**config.mk**
```make
export PLATFORM = sky130hd
export DESIGN_NAME = conv_stream_ctrl
export DESIGN_NICKNAME = d
export VERILOG_FILES = /design/src/rtl/conv_stream_ctrl.sv
export SDC_FILE = /design/constraint.sdc
export NUM_CORES = 1
export LEC_CHECK = 0
export CAP_MARGIN = 25
export CORE_MARGIN = 5
export CORE_UTILIZATION = 32
export DETAILED_ROUTE_END_ITERATION = 6
export MAX_ROUTING_LAYER = met4
export PLACE_DENSITY_LB_ADDON = 0.1
export SETUP_SLACK_MARGIN = 0.15
export SYNTH_ARGS = -nofsm -noshare
export SYNTH_HDL_FRONTEND = slang
export SYNTH_SLANG_ARGS = --single-unit
```
**constraint.sdc**
```tcl
create_clock -name clk -period 29.3 [get_ports clk]
set_input_delay 5.86 -clock clk [delete_from_list [all_inputs] [get_ports clk]]
set_output_delay 5.86 -clock clk [all_outputs]
set_load 0.01 [all_outputs]
```
**src/rtl/conv_stream_ctrl.sv**
```systemverilog
// conv_stream_ctrl
// Streams one captured convolution window into a vertical stack of CIM
// crossbar tiles, one row per cycle, then requests a compute and waits for
// the tiles to accept it before signalling completion.
module conv_stream_ctrl #(
    parameter int datatype_size  = 8,
    parameter int input_channels = 5,
    parameter int kernel_dim     = 3,
    parameter int xbar_size      = 256,
    parameter int input_size     = input_channels * kernel_dim ** 2,
    parameter int v_cim_tiles    = (input_size + xbar_size - 1) / xbar_size
) (
    input  logic                         clk,
    input  logic                         rst,
    input  logic                         i_start,
    input  logic [datatype_size-1:0]     i_data [input_size],
    input  logic                         i_cim_busy,
    input  logic                         i_func_busy,
    output logic                         o_busy,
    output logic [v_cim_tiles-1:0]       o_cim_we,
    output logic [$clog2(xbar_size)-1:0] o_cim_addr,
    output logic [datatype_size-1:0]     o_data [v_cim_tiles],
    output logic                         o_cim_start,
    output logic                         o_done
);

    localparam int AW        = $clog2(xbar_size);
    localparam int IW        = (input_size > 1) ? $clog2(input_size) : 1;
    localparam int ROW_LIMIT = (input_size < xbar_size) ? input_size : xbar_size;
    localparam logic [AW-1:0] LAST_ROW = AW'(ROW_LIMIT - 1);

    typedef enum logic [1:0] {
        IDLE     = 2'd0,
        WAIT_CIM = 2'd1,
        LOAD     = 2'd2,
        FIRE     = 2'd3
    } state_t;

    state_t                   r_state;
    state_t                   w_state_nxt;
    logic [AW-1:0]            r_row;
    logic [AW-1:0]            w_row_nxt;
    logic [datatype_size-1:0] r_buf [input_size];
    logic                     w_capture;
    logic                     w_write;

    // State and row counter; async reset abandons any window in flight.
    always_ff @(posedge clk or posedge rst) begin
        if (rst) begin
            r_state <= IDLE;
            r_row   <= '0;
        end else begin
            r_state <= w_state_nxt;
            r_row   <= w_row_nxt;
        end
    end

    // Window snapshot; contents only matter after a capture, so no reset.
    always_ff @(posedge clk) begin
        if (w_capture) begin
            r_buf <= i_data;
        end
    end

    // Next-state, row advance and Mealy control outputs.
    always_comb begin
        w_state_nxt = r_state;
        w_row_nxt   = r_row;
        w_capture   = 1'b0;
        w_write     = 1'b0;
        o_busy      = (r_state != IDLE);
        o_cim_start = 1'b0;
        o_done      = 1'b0;
        case (r_state)
            IDLE: begin
                if (i_start) begin
                    w_capture   = 1'b1;
                    w_state_nxt = WAIT_CIM;
                end
            end
            WAIT_CIM: begin
                if (!i_cim_busy) begin
                    w_row_nxt   = '0;
                    w_state_nxt = LOAD;
                end
            end
            LOAD: begin
                // A busy tile stalls the row: nothing written, counter held.
                if (!i_cim_busy) begin
                    w_write = 1'b1;
                    if (r_row == LAST_ROW) begin
                        w_row_nxt   = '0;
                        w_state_nxt = FIRE;
                    end else begin
                        w_row_nxt = r_row + 1'b1;
                    end
                end
            end
            FIRE: begin
                o_cim_start = !i_func_busy;
                // Tiles going busy while the function unit is free means
                // the compute request was taken.
                if (i_cim_busy && !i_func_busy) begin
                    o_done      = 1'b1;
                    w_state_nxt = IDLE;
                end
            end
            default: begin
                w_state_nxt = IDLE;
                w_row_nxt   = '0;
            end
        endcase
    end

    assign o_cim_addr = (r_state == LOAD) ? r_row : '0;

    // Tile t holds window elements [t*xbar_size, (t+1)*xbar_size); the last
    // tile may be partially filled, so its upper rows are masked off.
    for (genvar t = 0; t < v_cim_tiles; t++) begin : g_tile
        logic [31:0] w_sum;
        logic        w_in_range;

        assign w_sum       = 32'(r_row) + 32'(t * xbar_size);
        assign w_in_range  = (w_sum < 32'(input_size));
        assign o_cim_we[t] = w_write & w_in_range;
        assign o_data[t]   = ((r_state == LOAD) && w_in_range) ? r_buf[IW'(w_sum)]
                                                                : '0;
    end

endmodule

```
* Word-level counts from Yosys, hierarchy flattened
Cells that the tools add are included.
** Word-level totals
- Register bits :: 370
- Input port bits :: 365
- Output and inout bits :: 20
- Logic and storage cells :: 91
** Cells by class
- Add/subtract/negate cells :: 1
- Order comparisons :: 2
- Equality and inequality tests :: 9
- Multiplexer cells :: 22
- Bitwise operators :: 2
- Reductions and logical operators :: 8
** Operators with widths (number)
- 2-to-1 mux 8 bit :: 7
- binary-select mux 8 bit (select 6 bit) :: 1
- one-hot mux 8 bit (2 select lines) :: 1
- 2-to-1 mux 2 bit :: 5
- inequality test 2 bit, second input constant :: 5
- adder 8 x 1 -> 8 bit, second input constant :: 1
- equality test 8 x 6 -> 1 bit, second input constant :: 1
- less-than comparator 8 x 6 -> 1 bit, second input constant :: 1
- one-hot mux 2 bit (4 select lines) :: 1
- greater-or-equal comparator 7 bit, second input constant :: 1
- 2-to-1 mux 1 bit :: 7
- NOT 6 -> 7 bit :: 1
- AND reduction 5 bit :: 1
- equality test 2 bit, second input constant :: 2
- nonzero test 2 bit :: 2
- AND reduction 3 bit :: 1
- equality test 2 x 1 -> 1 bit, second input constant :: 1
- logical AND 1 bit :: 2
- logical NOT 2 bit :: 1
- AND 1 bit :: 1
- logical NOT 1 bit :: 1

* Longest topological paths before layout
- Depth in word-level cells :: 5
- Depth in mapped cells :: 10
- Mapped depth without buffers :: 6

* Least setup slack after synthesis
Ideal clock, no wire load.
- Kind :: input to register
- Start :: in i_start
- End :: reg r_buf[0] in the netlist's numbering (enable)
- Setup time :: 768 ps
- Arrival time :: 13964 ps
- Required time :: 28532 ps
- Slack :: 14568 ps
- Stages on the path :: 1
- Path buffers :: 0
- Cells stage by stage :: and2_1
** On the way
- Longest elaborated chain between the ends :: 2
** RTL lines
- from (decl) :: RTL line 15 : input logic i_start,
- 2-to-1 mux 1 bit :: RTL line 76 : if (i_start) begin
- 2-to-1 mux 1 bit :: RTL line 74 : case (r_state)
- to (signal assigned) :: RTL line 61 : r_buf <= i_data;
- to (decl) :: RTL line 43 : logic [datatype_size-1:0] r_buf [input_size];
No other way between the ends.
A chain may end at the register's enable or synchronous reset.

* Worst setup path in the final report
- Start :: in i_cim_busy
- End :: out o_cim_we
** On the way
- Longest elaborated chain between the ends :: 3
** RTL lines
- from (decl) :: RTL line 17 : input logic i_cim_busy,
- 2-to-1 mux 1 bit :: RTL line 89 : if (!i_cim_busy) begin
- 2-to-1 mux 1 bit :: RTL line 74
- AND 1 bit :: RTL line 125 : assign o_cim_we[t] = w_write & w_in_range;
- to (decl) :: RTL line 20 : output logic [v_cim_tiles-1:0] o_cim_we,
No other way between the ends.

==> reports/metrics.csv <==
metric;value;unit
number of flops mapped to enable cells by yosys;360;
fin crit share;0.446;
post-synth top area share;0.734;
Max Cap Viol;0;
Final Max Tran Viols;0;
Area growth, synth to finish;39.5;%
CP cell instances;clkdlybuf4s50_1, a211oi_1, clkdlybuf4s50_1;
clk root buf;clkbuf_16;
Final #Nets;1483;
CP Capture Type;output port;
IO Count;385;
Clock Latency Late Sink;0.55;ns
RSZ-0062 raised after global routing;no;
die width;225;µm
Distinct cells, synth;50;
Setup WS post-layout;16.24;ns
ys async rst share;0.0270;
Crit Path Category;input port to output port;
Top cell by count, worst path;clkdlybuf4s50_1;
top post-synthesis cells by area;edfxtp_1 (73%), mux4_2 (7.6%), mux2i_1 (3.0%);
Final min period;13.06;ns
Syn Inst Count;711;
CTS tree;built;
# rows;78;
Fin Hold WS;0.572;ns
CTS H-Tree Depth;2;
Int Pwr;0.00117;W
Synth area leader;edfxtp_1;
largest net degree at the start of global routing;187;
wire length per cell;24.0;µm
Clk pwr share;0.331;
Synth Flop Type;edfxtp_1;
P_sw;0.000405;W
Final Total Pwr;0.00158;W
Sw Ratio;0.256;
# hold bufs at CTS;0;
Worst path slowest cell;clkdlybuf4s50_1;
Critical Path Max Stage Delay;0.58;ns
share of cells above drive strength 1;0.132;
remaining antenna violation count after routing;0;
die area;0.0504;mm²
GRT Total Usage;0.170;
vias;8270;
TritonRoute pass-1 iters;4;
clock sinks;370;
Comb pwr share;0.208;
Setup Buffers After CTS;0;
Reg clk slew, reported paths;0.05;ns
Worst Hold Class;flop to flop;
Worst-Margin Slew;1.18;ns
first-pass GRT wire length;61.0;mm
Setup crit start kind;input port;
Slew HR;0.215;
vias in the first global route;9163;
Overflow after GRT;0;
power density cells;76.8;mW/mm²
CTS buffer count;43;
DP HPWL;30.2;mm
GPL Wtd Cong;0.755;
worst-path maximum fanout;7;
sequential share of the synthesized area;0.751;
final WL;42.3;mm
initial DRC count;463;
Initial Util;0.324;
sequential share of power;0.461;
Static Leak;6.68;nW
Post-Route M1 WL;17.8;mm
Worst VDD drop;0.0460;mV
Yosys Warn Count;0;
syn nets;1082;
WP data arrival;7.20;ns
Max Buffers Root-to-Sink;3;
post_cts resized;0;
synth cell count leaders;edfxtp_1 (360), mux4_2 (50), mux2i_1 (44);
Worst EP required;23.44;ns
DRC viols;0;
vias per inst;4.70;
Avg Inst Size Synth;20.7;µm²
Final Core Density;0.452;
metal2 WL;20.2;mm
final setup fails;0;
worst slack, placed;16.23;ns
PortBufs;384;
Layout Skew;0.0130;ns
flop and latch count out of synthesis;370;
fmax;0.0766;GHz
r2r setup slk;26.00;ns
initial antenna violation count;11;
WL met3;3.33;mm
Core ar.;0.0455;mm²
Final Hold Vio Count;0;
count leader, synth;edfxtp_1;
Max Used Layer;met4;
Total Negative Setup Slacks;0;ns
Die Y;225;µm
mapped cell area;0.0147;mm²
status;completed;
final timing paths:
path,start,to,cells past startpoint
hold / removal,r_state[0],r_state[0],1
max in group asynchronous,rst,r_row[0],2
hold reg to reg,r_state[0],r_state[0],1
setup / recovery,i_cim_busy,o_cim_we,3
min in group asynchronous,rst,r_row[1],2
setup reg to reg,r_state[0],r_buf[234],5
critical path, delay by kind of cell:
kind | cells | cell delay, ns
AOI/OAI and AO/OA | 1 | 0.22
buffers and inverters | 2 | 1.12
power by group through the flow:
stage	sequential [W]	clock, W	combinational (W)
2_1_floorplan	0.000759	0	0.000218
3_3_place_gp	0.000738	0	0.000336
3_5_place_dp	0.000741	0	0.000338
4_1_cts	0.000730	0.000542	0.000339
5_1_grt	0.000738	0.000563	0.000356
6_report	0.000728	0.000522	0.000328
placed cells by master (no fill, tap or decap), types with 10 or more instances in the layout:
cell	count
o21ai_0	15
diode_2	16
mux2_4	10
mux2_2	14
o211ai_1	11
mux4_1	14
clkdlybuf4s50_1	384
clkbuf_1	11
edfxtp_1	360
mux2i_1	44
and2_1	12
nand2_1	23
nor2_1	16
a221oi_1	11
mux4_2	50
clkbuf_16	45
per-stage QoR:
| step | area (µm²) | std cells |
|---|---|---|
| 6_report | 20500 | 1758 |
| 5_1_grt | 20500 | 1753 |
| 4_1_cts | 20500 | 1742 |
| 3_5_place_dp | 19100 | 1667 |
| 3_3_place_gp | 19100 | 1667 |
| 2_1_floorplan | 14700 | 711 |
area by class of cell:
cell class	count	area, µm²
Fill cell	4003	24900
Sequential cell	370	11100
Tap cell	600	751
Timing Repair Buffer	394	3930
Clock inverter	18	186
Clock buffer	57	1180
Multi-Input combinational cell	294	3350
Antenna cell	16	40.0
Inverter	9	33.8
metal layers:
metal / up-vias / track usage
met2: 276 / 0.268
met5: - / -
met3: 57 / 0.0540
li1: 3812 / -
met1: 4125 / 0.215
met4: 0 / 0.0432
registers in the layout (all words and copies together), names as in the netlist:
name and flops:
r_buf 360, r_row 8, r_state 2
cell families after synthesis:
family          count (synthesis)  synth area share
mux                           132             0.152
buf+inv                        47            0.0224
compound gates                 84            0.0451
flops                         370             0.751
simple gates                   72            0.0244
fa+ha+maj                       6           0.00510
No activity file was read; power rests on OpenSTA's default activity.
